==> src/rtl/pc_gen.sv <==
// Fetch-stage program-counter generator: reset vector, trap/redirect override,
// valid/ready fetch handshake with a one-cycle flush bubble, and a circular return-address stack.
module pc_gen #(
  parameter int                XLEN         = 32,
  parameter logic [XLEN-1:0]   RESET_VECTOR = '0,
  parameter int                ILEN_BYTES   = 4,
  parameter int                RAS_DEPTH    = 4
) (
  input  logic                         clk,
  input  logic                         rst,
  input  logic                         stall,
  input  logic                         trap_valid,
  input  logic [XLEN-1:0]              trap_vector,
  input  logic                         redirect_valid,
  input  logic [XLEN-1:0]              redirect_pc,
  input  logic                         call_push,
  input  logic                         ret_pop,
  input  logic                         fetch_ready,
  output logic                         fetch_valid,
  output logic [XLEN-1:0]              pc_out,
  output logic                         misaligned,
  output logic [$clog2(RAS_DEPTH):0]   ras_count,
  output logic                         ras_overflow
);

  localparam int PW = $clog2(RAS_DEPTH);
  localparam int CW = PW + 1;
  localparam logic [XLEN-1:0] LOW_MASK = XLEN'(ILEN_BYTES - 1);
  localparam logic [XLEN-1:0] INC      = XLEN'(ILEN_BYTES);
  localparam logic [CW-1:0]   FULL     = CW'(RAS_DEPTH);

  typedef enum logic [1:0] {BOOT, RUN, FLUSH} state_t;

  state_t              state_q, state_d;
  logic [XLEN-1:0]     pc_q, pc_d;
  logic                mis_q, mis_d;
  logic [XLEN-1:0]     ras_mem [RAS_DEPTH];
  logic [PW-1:0]       ptr_q;
  logic [CW-1:0]       cnt_q;
  logic                ovf_q;

  logic                advance;
  logic                do_push, do_pop, do_swap, do_clear;
  logic [PW-1:0]       top_idx;
  logic [XLEN-1:0]     ret_addr;

  // ptr_q is the next free slot, so the top of stack is one below it (mod depth).
  assign top_idx  = ptr_q - 1'b1;
  assign ret_addr = pc_q + INC;
  assign advance  = (state_q == RUN) && fetch_ready && !stall;

  always_ff @(posedge clk) begin
    if (rst) begin
      state_q <= BOOT;
      pc_q    <= RESET_VECTOR;
      mis_q   <= 1'b0;
    end else begin
      state_q <= state_d;
      pc_q    <= pc_d;
      mis_q   <= mis_d;
    end
  end

  always_comb begin
    state_d  = state_q;
    pc_d     = pc_q;
    mis_d    = 1'b0;
    do_push  = 1'b0;
    do_pop   = 1'b0;
    do_swap  = 1'b0;
    do_clear = 1'b0;
    if (trap_valid) begin
      pc_d     = trap_vector & ~LOW_MASK;
      mis_d    = |(trap_vector & LOW_MASK);
      do_clear = 1'b1;
      state_d  = FLUSH;
    end else if (redirect_valid) begin
      pc_d    = redirect_pc & ~LOW_MASK;
      mis_d   = |(redirect_pc & LOW_MASK);
      state_d = FLUSH;
    end else if (!advance) begin
      if (state_q != RUN) state_d = RUN;
    end else if (ret_pop && cnt_q != '0) begin
      // A call+return pair replaces the top entry in place instead of pop-then-push.
      pc_d    = ras_mem[top_idx];
      do_swap = call_push;
      do_pop  = !call_push;
    end else begin
      pc_d    = pc_q + INC;
      do_push = call_push;
    end
  end

  always_ff @(posedge clk) begin
    if (rst) begin
      ptr_q <= '0;
      cnt_q <= '0;
      ovf_q <= 1'b0;
    end else if (do_clear) begin
      ptr_q <= '0;
      cnt_q <= '0;
    end else if (do_push) begin
      // When full, ptr_q already points at the oldest entry, so it is the one overwritten.
      ptr_q <= ptr_q + 1'b1;
      if (cnt_q == FULL) ovf_q <= 1'b1;
      else               cnt_q <= cnt_q + 1'b1;
    end else if (do_pop) begin
      ptr_q <= top_idx;
      cnt_q <= cnt_q - 1'b1;
    end
  end

  always_ff @(posedge clk) begin
    if (!rst && !do_clear) begin
      if (do_push)      ras_mem[ptr_q]   <= ret_addr;
      else if (do_swap) ras_mem[top_idx] <= ret_addr;
    end
  end

  assign fetch_valid  = (state_q == RUN);
  assign pc_out       = pc_q;
  assign misaligned   = mis_q;
  assign ras_count    = cnt_q;
  assign ras_overflow = ovf_q;

endmodule

==> config.mk <==
export PLATFORM = sky130hd
export DESIGN_NAME = pc_gen
export DESIGN_NICKNAME = d
export VERILOG_FILES = /design/src/rtl/pc_gen.sv
export SDC_FILE = /design/constraint.sdc
export NUM_CORES = 1
export LEC_CHECK = 0
export CORE_MARGIN = 4
export CORE_UTILIZATION = 52
export DETAILED_ROUTE_END_ITERATION = 6
export PLACE_DENSITY = 0.76
export SLEW_MARGIN = 20
export SYNTH_ARGS = -nofsm -noshare
export SYNTH_HDL_FRONTEND = slang
export SYNTH_SLANG_ARGS = --single-unit
==> constraint.sdc <==
create_clock -name clk -period 5.37 [get_ports clk]
set_input_delay 1.074 -clock clk [delete_from_list [all_inputs] [get_ports clk]]
set_output_delay 1.074 -clock clk [all_outputs]
set_load 0.01 [all_outputs]
==> out/results.tsv, run 1 <==
metric	value	unit
status	finished, final reports clean	
GPL Wtd Cong	0.871	
CORE AREA	14800	sq um
vias per cell	6.46	
setup violators final	0	
Yosys top cell by area	edfxtp_1	
CTS sink cnt	169	
total grt overflow	0	
Die Area	17300	sq um
setup_tns	0	ns
worst-path cell chain	clkdlybuf4s50_1 -> nand4bb_1 -> buf_4 -> nor3_2 -> buf_4 -> nand2_1 -> a21oi_4 -> buf_4	
syn nets	685	
TritonCTS clock tree	done	
cell mode on critical path	buf_4	
CP max stage delay	0.62	ns
Via Count	5872	
Pwr Density	310	nW/um^2
Critical Path Start Type	primary input	
Final Power	3040	uW
Yosys warning total	0	
Total Routing Usage GR	24.9	%
Post-route DRC	0	
drt pass-1 iters	5	
share of the yosys chip area belonging to registers	58.9	%
Levels on crit path	8	
CP Data Arrival Time	3.48	ns
leak pwr	0.00332	uW
number of global-route vias before repair	5935	
IO Pins	110	
CP Max Fanout	20	
initial antenna violation count	0	
Max Slew Vio Count	0	
hold buffers post-CTS	0	
RSZ-0062 raised after global routing	no	
worst flop-to-flop path startpoint	ptr_q[1]	
Avg Cell Area, Syn	13.0	sq um
fmax	297	MHz
CTS Buf Count	17	
synthesized netlist cell count	611	
reg2reg end	ras_mem[3][5]	
P&R area growth vs syn	23.8	%
root buffer cell	clkbuf_16	
Critical-path top delay cell	a21oi_4	
CTS clk-pin slew, worst paths	0.06	ns
DR iter-0 viols	584	
leading post-synthesis cells by cell area	edfxtp_1 49%, dfxtp_1 10%, mux4_2 9.1%	
I/O Buffers	109	
Yosys cell types	70	
Yosys top cell area share	48.5	%
DR WL/cell	23.5	um
Post-CTS Resized	0	
Critical path origin	stall	
most common cell after layout, fill and taps aside	edfxtp_1	
Starting Density	53.7	%
drt total wl	21.4	mm
hold path startpoint	ras_overflow	
Hold EP	ras_overflow	
maxcap violations	0	
dominant synthesized flop cell	edfxtp_1	
depth of the worst register-to-register path	4	
Least-Margin Pin Slew	1.00	ns
clock tree buffer depth	2	
register bit total from synthesis	169	
share of cells above drive strength 1	14.3	%
H-tree depth	4	
post-route antenna net violation count	0	
min Tclk post-route	3.37	ns
commonest non-fill, non-tap cells in the layout	128 x edfxtp_1, 108 x clkdlybuf4s50_1, 51 x nand2_1	
critical path type	in -> reg	
Die Ht	131	um
Antenna Cells	0	
Clk Latency, worst-skew pair	0.42	ns
post-CTS setup buffer count	0	
top cell family by delay on the critical path	buffers and inverters	
Fin. Hold Viols	0	
Worst Hold Path Cells	1	
Final Cycle Share	62.7	%
EDFF count, synth	128	
clk_skew	0.00746	ns
crit path buf inv count	4	
VDD IR max	294	uV
Rows	44	
pin count of the biggest net entering global routing	54	
first-pass GRT wire length	33.4	mm
FFs w/ async S/R, synth	0	%
Chip Width	131	um
Req. time, crit path	5.48	ns
critical path capture point type	register	
slew margin rel.	32.9	%
nets@finish	786	
Mapped Area	7920	sq um
hold crit path type	reg -> reg	
DP Wirelength	14.3	mm
reg2reg setup slack	2.58	ns
## where the power goes
group	switching [uW]	total [uW]	internal, uW	leakage, uW
sequential	35.0	1460	1430	0.00153
combinational	111	230	119	0.00148
clock	487	1350	865	0.000315
total	633	3040	2410	0.00332
## worst reg2reg max path, cell delays in order, from the launching register on
cell     delay, ns
dfxtp_1       0.76
buf_4         0.49
nand3_1       0.21
a21oi_4       0.64
buf_4         0.37
## through the flow
| stage | instances | util (%) | hold WS (ns) | instance area (sq um) | worst slack (ns) |
|---|---|---|---|---|---|
| 2_1_floorplan | 611 | - | 0.483 | 7920 | 1.23 |
| 3_3_place_gp | 877 | 62.1 | 0.460 | 9160 | 1.60 |
| 3_5_place_dp | 877 | 62.1 | 0.480 | 9160 | 1.60 |
| 4_1_cts | 909 | 66.5 | 0.495 | 9810 | 2.04 |
| 5_1_grt | 909 | 66.5 | 0.511 | 9810 | 1.86 |
| 6_report | 909 | 66.5 | 0.484 | 9810 | 2.00 |
## cell usage after synthesis (3+ instances only)
| master | count |
|---|---|
| a21oi_1 | 13 |
| a31oi_1 | 8 |
| nand4_1 | 13 |
| mux4_2 | 32 |
| a31o_2 | 6 |
| and3_1 | 9 |
| or3_1 | 6 |
| or2_2 | 3 |
| xor2_1 | 9 |
| nand3_1 | 17 |
| nor2_1 | 49 |
| nand2_1 | 51 |
| clkbuf_1 | 17 |
| a211o_1 | 7 |
| nor2b_1 | 9 |
| o311ai_0 | 5 |
| inv_1 | 16 |
| buf_2 | 16 |
| a311oi_1 | 7 |
| a221oi_1 | 7 |
| xnor2_1 | 20 |
| dfxtp_1 | 41 |
| o31ai_1 | 6 |
| a211oi_1 | 6 |
| o221ai_1 | 3 |
| nor3_1 | 10 |
| buf_4 | 7 |
| o21ai_1 | 5 |
| a31o_1 | 5 |
| edfxtp_1 | 128 |
| nand2b_1 | 3 |
| o211ai_1 | 5 |
| and4_1 | 4 |
| o21ai_0 | 19 |
| mux2i_1 | 5 |
## per-layer routing
layer / track usage (%) / share of wire (%)
met1: 32.7 / 40
met2: 41.3 / 50
met3: 5.43 / 7.7
met4: 8.58 / 2.4
met5: 0 / 0
## kinds of logic (layout without fill, tap and decap cells)
group | count (synthesis) | in the layout | share of synthesized area (%)
adder cells (fa/ha/maj) | 2 | 2 | 0.411
multiplexers | 37 | 37 | 9.73
buffers and inverters | 59 | 173 | 3.57
XOR/XNOR | 29 | 29 | 3.21
flip-flops | 169 | 169 | 58.9
AND/OR/NAND/NOR | 193 | 193 | 12.6
AO/OA/AOI/OAI | 122 | 122 | 11.7
## layout make-up
| cell class | instances | area, sq um |
|---|---|---|
| Multi-Input combinational cell | 383 | 2990 |
| Fill cell | 1047 | 4940 |
| Timing Repair Buffer | 125 | 1210 |
| Tap cell | 184 | 230 |
| Clock buffer | 17 | 425 |
| Sequential cell | 169 | 4670 |
| Inverter | 16 | 60.1 |
| Clock inverter | 15 | 230 |
## sequential cells by signal (all words and copies together), names as in the netlist, named ones only
signal / count
ras_mem: 128
pc_out: 30
ras_count: 3
ptr_q: 2
state_q: 2
misaligned: 1
ras_overflow: 1
## worst max path at each step
stage                          end
CTS                 ras_mem[3][29]
global placement    ras_mem[3][13]
global route        ras_mem[3][27]
finish               ras_mem[3][5]
floorplan            ras_mem[3][0]
detailed placement   ras_mem[3][3]
(Power assumes the default switching activity.)
==> run 2, diff against run 1 <==
- CORE_UTILIZATION: 52 -> 50
- PLACE_DENSITY: 0.76 -> 0.77
- clock period: 5.37 -> 3 ns (I/O delays scaled with it)
==> run 2 against run 1 <==
  * Sequential share of layout area shrank 0.86 points
  * Design area increased by 1.8%
  * Clock skew is 0.0046 ns higher
  * Clock power is 67% higher
  * Combinational power increased by 86%
  * Highest routed layer unchanged
  * Total power up 74%
  * Sequential power grew 79%
  * Via count is 1.9% higher
  * Global-route usage is 0.37 points lower
  * Die area increased by 3.7%
  * Setup slack got worse by 1.4 ns
  * Clock-buffer cell count rose by 1
  * Critical path type unchanged
==> out/results.tsv, run 2 (same netlist as run 1, synthesis figures left out) <==
metric	value	unit	change
Clk Latency, worst-skew pair	0.43	ns	about the same
GPL Wtd Cong	0.852		-2.2%
Req. time, crit path	3.35	ns	-2.13 ns
RSZ-0062 raised after global routing	no		
H-tree depth	4		unchanged
critical path type	in -> reg		
number of global-route vias before repair	6047		+1.9%
Chip Width	134	um	+1.9%
IO Pins	110		unchanged
Post-route DRC	0		unchanged
share of cells above drive strength 1	16.7	%	+2.4 points
vias per cell	6.28		-2.8%
CTS sink cnt	169		unchanged
Starting Density	51.5	%	-2.2 points
P&R area growth vs syn	26.1	%	
pin count of the biggest net entering global routing	41		-24%
setup_tns	0	ns	unchanged
max reg flops	128		unchanged
DP Wirelength	15.0	mm	+5.2%
worst-path cell chain	clkdlybuf4s50_1 -> nor4bb_1 -> nand4_1 -> fa_1 -> xnor2_1 -> or3_1 -> a21oi_1		
Die Ht	134	um	+1.9%
drt total wl	21.9	mm	+2.6%
CP Max Fanout	3		-85%
maxcap violations	0		unchanged
CORE AREA	15400	sq um	+4.2%
Rows	45		+2.3%
min Tclk post-route	2.41	ns	
Final Cycle Share	80.5	%	
commonest non-fill, non-tap cells in the layout	128 x edfxtp_1, 108 x clkdlybuf4s50_1, 51 x nand2_1		
total grt overflow	0		unchanged
DR WL/cell	23.0	um	-2.1%
area of the multi-input gates	2990	sq um	-0.25%
Least-Margin Pin Slew	0.677	ns	-0.328 ns
most common cell after layout, fill and taps aside	edfxtp_1		
initial antenna violation count	0		unchanged
Critical-path top delay cell	clkdlybuf4s50_1		
I/O Buffers	109		unchanged
Post-CTS Resized	0		unchanged
Die Area	17900	sq um	+3.7%
nets@finish	803		+2.2%
fmax	414	MHz	
crit path buf inv count	1		-3
Final Power	5300	uW	+74%
final hold slack	0.476	ns	-0.00718 ns
Total Routing Usage GR	24.5	%	-0.37 points
clk_skew	0.0120	ns	+0.00458 ns
VDD IR max	473	uV	+61%
leak pwr	0.00342	uW	+2.7%
post-CTS setup buffer count	0		unchanged
Fin. Hold Viols	0		unchanged
top cell family by delay on the critical path	simple AND/OR/NAND/NOR gates		
CTS clk-pin slew, worst paths	0.06	ns	about the same
DR iter-0 viols	670		+15%
critical path capture point type	register		
status	finished, final reports clean		
post-route antenna net violation count	0		unchanged
first-pass GRT wire length	33.5	mm	+0.29%
Antenna Cells	0		unchanged
slew margin rel.	54.5	%	+22 points
Critical Path Start Type	primary input		
CP max stage delay	0.48	ns	-0.14 ns
Storage cell area	4670	sq um	unchanged
drt pass-1 iters	5		unchanged
hold crit path type	reg -> reg		
clock tree buffer depth	2		unchanged
TritonCTS clock tree	done		
root buffer cell	clkbuf_16		
most flop-heavy register	ras_mem		
CP Data Arrival Time	2.76	ns	-0.72 ns
Max Slew Vio Count	0		unchanged
Via Count	5983		+1.9%
CTS Buf Count	17		unchanged
hold buffers post-CTS	0		unchanged
fillers	1092		+4.3%
setup violators final	0		unchanged
Pwr Density	531	nW/um^2	+71%
run 2: changes by cell type in the layout (fill, tap and decap cells not counted), moves of 2 or more:
cell | previous run | this run
clkinv_1 | 3 | 0
buf_4 | 16 | 27
buf_12 | 0 | 6
clkinv_2 | 3 | 5
inv_6 | 0 | 2
bufinv_16 | 6 | 3
run 2: path summary, 6_finish.rpt:
kind	startpoint	end	slack (ns)	depth (start not counted)
max	fetch_ready	ras_count[2]	0.59	7
min	ras_overflow	ras_overflow	0.48	1
max reg2reg	pc_out[3]	ras_mem[0][26]	0.59	5
min reg2reg	ras_overflow	ras_overflow	0.48	1
run 2: per-stage QoR:
step	cells	area, sq um	utilization (%)	setup WS [ns]
2_1_floorplan	611	7930	-	-0.477
3_3_place_gp	921	9390	61.1	0.204
3_5_place_dp	921	9390	61.1	0.162
4_1_cts	953	9990	65.0	0.613
5_1_grt	953	9990	65.0	0.499
6_report	953	9990	65.0	0.586
run 2: routing by layer:
metal	track usage, %	vias up	share of wire, %	wire length (um)
met5	0	-	0	0
met2	41.0	306	50	11000
met3	5.29	45	8.0	1760
met1	31.3	3011	39	8540
met4	9.83	0	2.9	646
li1	-	2621	-	-
run 2: final cells by class:
cell class | instances | area share, %
clock inverters | 14 | 1.69
multi-input cells | 383 | 29.9
inverters | 16 | 0.601
well taps | 211 | 2.64
repair buffers | 142 | 14.1
flip-flops and latches | 169 | 46.7
clock buffers | 18 | 4.39
run 2: worst reg2reg max path, stage by stage, from the launching register on:
cell and delay, ns:
dfxtp_1 0.45, ha_1 0.33, nand3_1 0.19, nor2_1 0.51, nand4_1 0.19, xnor2_1 0.46
run 2: where the power goes:
part	leakage [uW]	switching (uW)	internal, uW
clock	0.000302	925	1340
combinational	0.00158	205	222
sequential	0.00153	59.7	2550
==> run 3, diff against run 2 <==
- CORE_UTILIZATION: 50 -> 52
- PLACE_DENSITY: 0.77 -> 0.76
- clock period: 3 -> 2.3 ns (I/O delays scaled with it)
==> run 3 against run 2 <==
  * Utilization up 4.6 points
  * Wire length up 4.0%
  * Via count increased by 2.4%
  * Die area shrank 3.6%
  * Setup slack got worse by 0.45 ns
  * Critical path depth is 2 lower
  * Clock power is 19% higher
  * Combinational power increased by 42%
  * Register-to-register slack got worse by 0.45 ns
  * Critical endpoint is now pc_out[27]
==> out/results.tsv, run 3 (same netlist as run 1, synthesis figures left out) <==
metric	value	unit	change
Critical Path Start Type	register		
Die Ht	131	um	-1.8%
fillers	1011		-7.4%
H-tree depth	4		unchanged
total grt overflow	0		unchanged
critical path capture point type	register		
CTS sink cnt	169		unchanged
Max Slew Vio Count	0		unchanged
Post-route DRC	0		unchanged
DP Wirelength	15.9	mm	+5.9%
Final Cycle Share	94.3	%	
nets@finish	844		+5.1%
status	finished, final reports clean		
GPL Wtd Cong	0.980		+15%
switch share	23.3	%	+0.85 points
Chip Width	131	um	-1.8%
share of cells above drive strength 1	20.8	%	+4.1 points
commonest non-fill, non-tap cells in the layout	128 x edfxtp_1, 108 x clkdlybuf4s50_1, 66 x buf_4		
fmax	461	MHz	
CTS clk-pin slew, worst paths	0.07	ns	about the same
Die Area	17300	sq um	-3.6%
first-pass GRT wire length	35.2	mm	+5.0%
reg2reg end	pc_out[27]		
non-filler cells in the finished layout	967		+1.5%
Critical path origin	pc_out[6]		
clock network power share	40.3	%	-2.4 points
Total Routing Usage GR	26.3	%	+1.8 points
Sequential Power Share	50.6	%	+1.3 points
Hold EP	ras_overflow		
Rows	44		-2.2%
IO Pins	110		unchanged
depth of the worst register-to-register path	5		unchanged
Final Worst Setup Slack	0.132	ns	-0.455 ns
TritonCTS clock tree	done		
reg2reg setup slack	0.13	ns	-0.45 ns
Fin. Hold Viols	0		unchanged
post-route antenna net violation count	0		unchanged
drt pass-1 iters	7		+2
leak pwr	0.00359	uW	+5.1%
worst flop-to-flop path startpoint	pc_out[6]		
hold buffers post-CTS	0		unchanged
maxcap violations	0		unchanged
root buffer cell	clkbuf_16		
hold path startpoint	ras_overflow		
DR WL/cell	23.6	um	+2.5%
final instance area	10300	sq um	+2.8%
most flop-heavy register	ras_mem		
clock tree buffer depth	2		unchanged
Placed Area	9710	sq um	+3.5%
P&R area growth vs syn	29.7	%	
VDD IR max	502	uV	+6.2%
min Tclk post-route	2.17	ns	
Starting Density	53.7	%	+2.2 points
Antenna Cells	0		unchanged
max reg flops	128		unchanged
DR iter-0 viols	772		+15%
drt total wl	22.8	mm	+4.0%
Via Count	6127		+2.4%
Least-Margin Pin Slew	0.511	ns	-0.166 ns
Comb pwr share	9.1	%	+1.0 points
setup violators final	0		unchanged
most common cell after layout, fill and taps aside	edfxtp_1		
slew margin rel.	65.7	%	+11 points
clk_skew	0.00593	ns	-0.00611 ns
Clk Latency, worst-skew pair	0.42	ns	about the same
vias per cell	6.34		+0.92%
hold crit path type	reg -> reg		
Pwr Density	653	nW/um^2	+23%
dpl cells	935		+1.5%
initial antenna violation count	0		unchanged
Worst Hold Path Cells	1		unchanged
pin count of the biggest net entering global routing	44		+7.3%
I/O Buffers	109		unchanged
CP Data Arrival Time	2.53	ns	-0.23 ns
critical path type	reg -> reg		
net switching power	1560	uW	+31%
CORE AREA	14800	sq um	-4.0%
RSZ-0062 raised after global routing	no		
CP Max Fanout	7		+4
CTS Buf Count	17		unchanged
number of global-route vias before repair	6185		+2.3%
Setup WS pre-CTS	-0.295	ns	-0.458 ns
Req. time, crit path	2.66	ns	-0.69 ns
Int Power	5140	uW	+25%
## run 3: cell types whose count changed in the layout (fill, tap and decap cells not counted), moves of 2 or more
cell / delta
buf_12: +2
buf_4: +39
bufinv_16: -2
clkbuf_1: +2
clkinv_2: -4
clkinvlp_4: +3
nor2_2: -3
nor2_4: +3
## run 3: critical path, stage by stage (launching register included)
cell	delay (ns)
dfxtp_1	0.47
and4_1	0.39
nand4_1	0.24
or3_1	0.43
xnor2_1	0.38
o21ba_1	0.21
## run 3: how the worst max path moves through the flow
stage	end	slack (ns)	depth (start not counted)
floorplan	ras_mem[0][0]	-0.18	7
global placement	ras_count[2]	-0.24	7
detailed placement	ras_count[2]	-0.30	7
CTS	ras_count[2]	0.16	7
global route	pc_out[29]	0.03	6
finish	pc_out[27]	0.13	5
## run 3: power groups by stage
stage / sequential, uW / clock [uW] / combinational (uW)
CTS: 3390 / 2720 / 601
detailed placement: 3460 / 0 / 595
finish: 3390 / 2700 / 608
floorplan: 3460 / 0 / 245
global route: 3400 / 2860 / 645
global placement: 3450 / 0 / 580
## run 3: metal layers
metal / vias up / GRT usage (%) / routed length [um]
li1: 2696 / - / -
met4: 0 / 9.92 / 717
met5: - / 0 / 0
met1: 3034 / 34.0 / 8840
met2: 343 / 44.8 / 11500
met3: 54 / 4.55 / 1800
## run 3: area by class of cell
type,count,area (sq um),area share [%]
flip-flops and latches,169,4670,45.4
multi-input cells,383,3020,29.4
repair buffers,183,1740,17.0
clock buffers,19,433,4.21
well taps,184,230,2.24
clock inverters,13,121,1.18
inverters,16,60.1,0.585
## run 3: what timing repair did
action / in CTS / in global routing
setup buffers: 0 / 0
endpoints found under the setup margin: 0 / 1
endpoints found under the hold margin: 0 / 0
resized for setup: 0 / 1
## run 3: per-stage QoR
stage          hold slack [ns]  utilization (%)  total power (uW)  TNS [ns]
3_5_place_dp             0.469             65.8              4050    -16.26
2_1_floorplan            0.483                -              3700    -15.38
6_report                 0.492             69.6              6700         0
3_3_place_gp             0.455             65.8              4030     -7.96
5_1_grt                  0.517             69.6              6900         0
4_1_cts                  0.486             69.6              6710         0
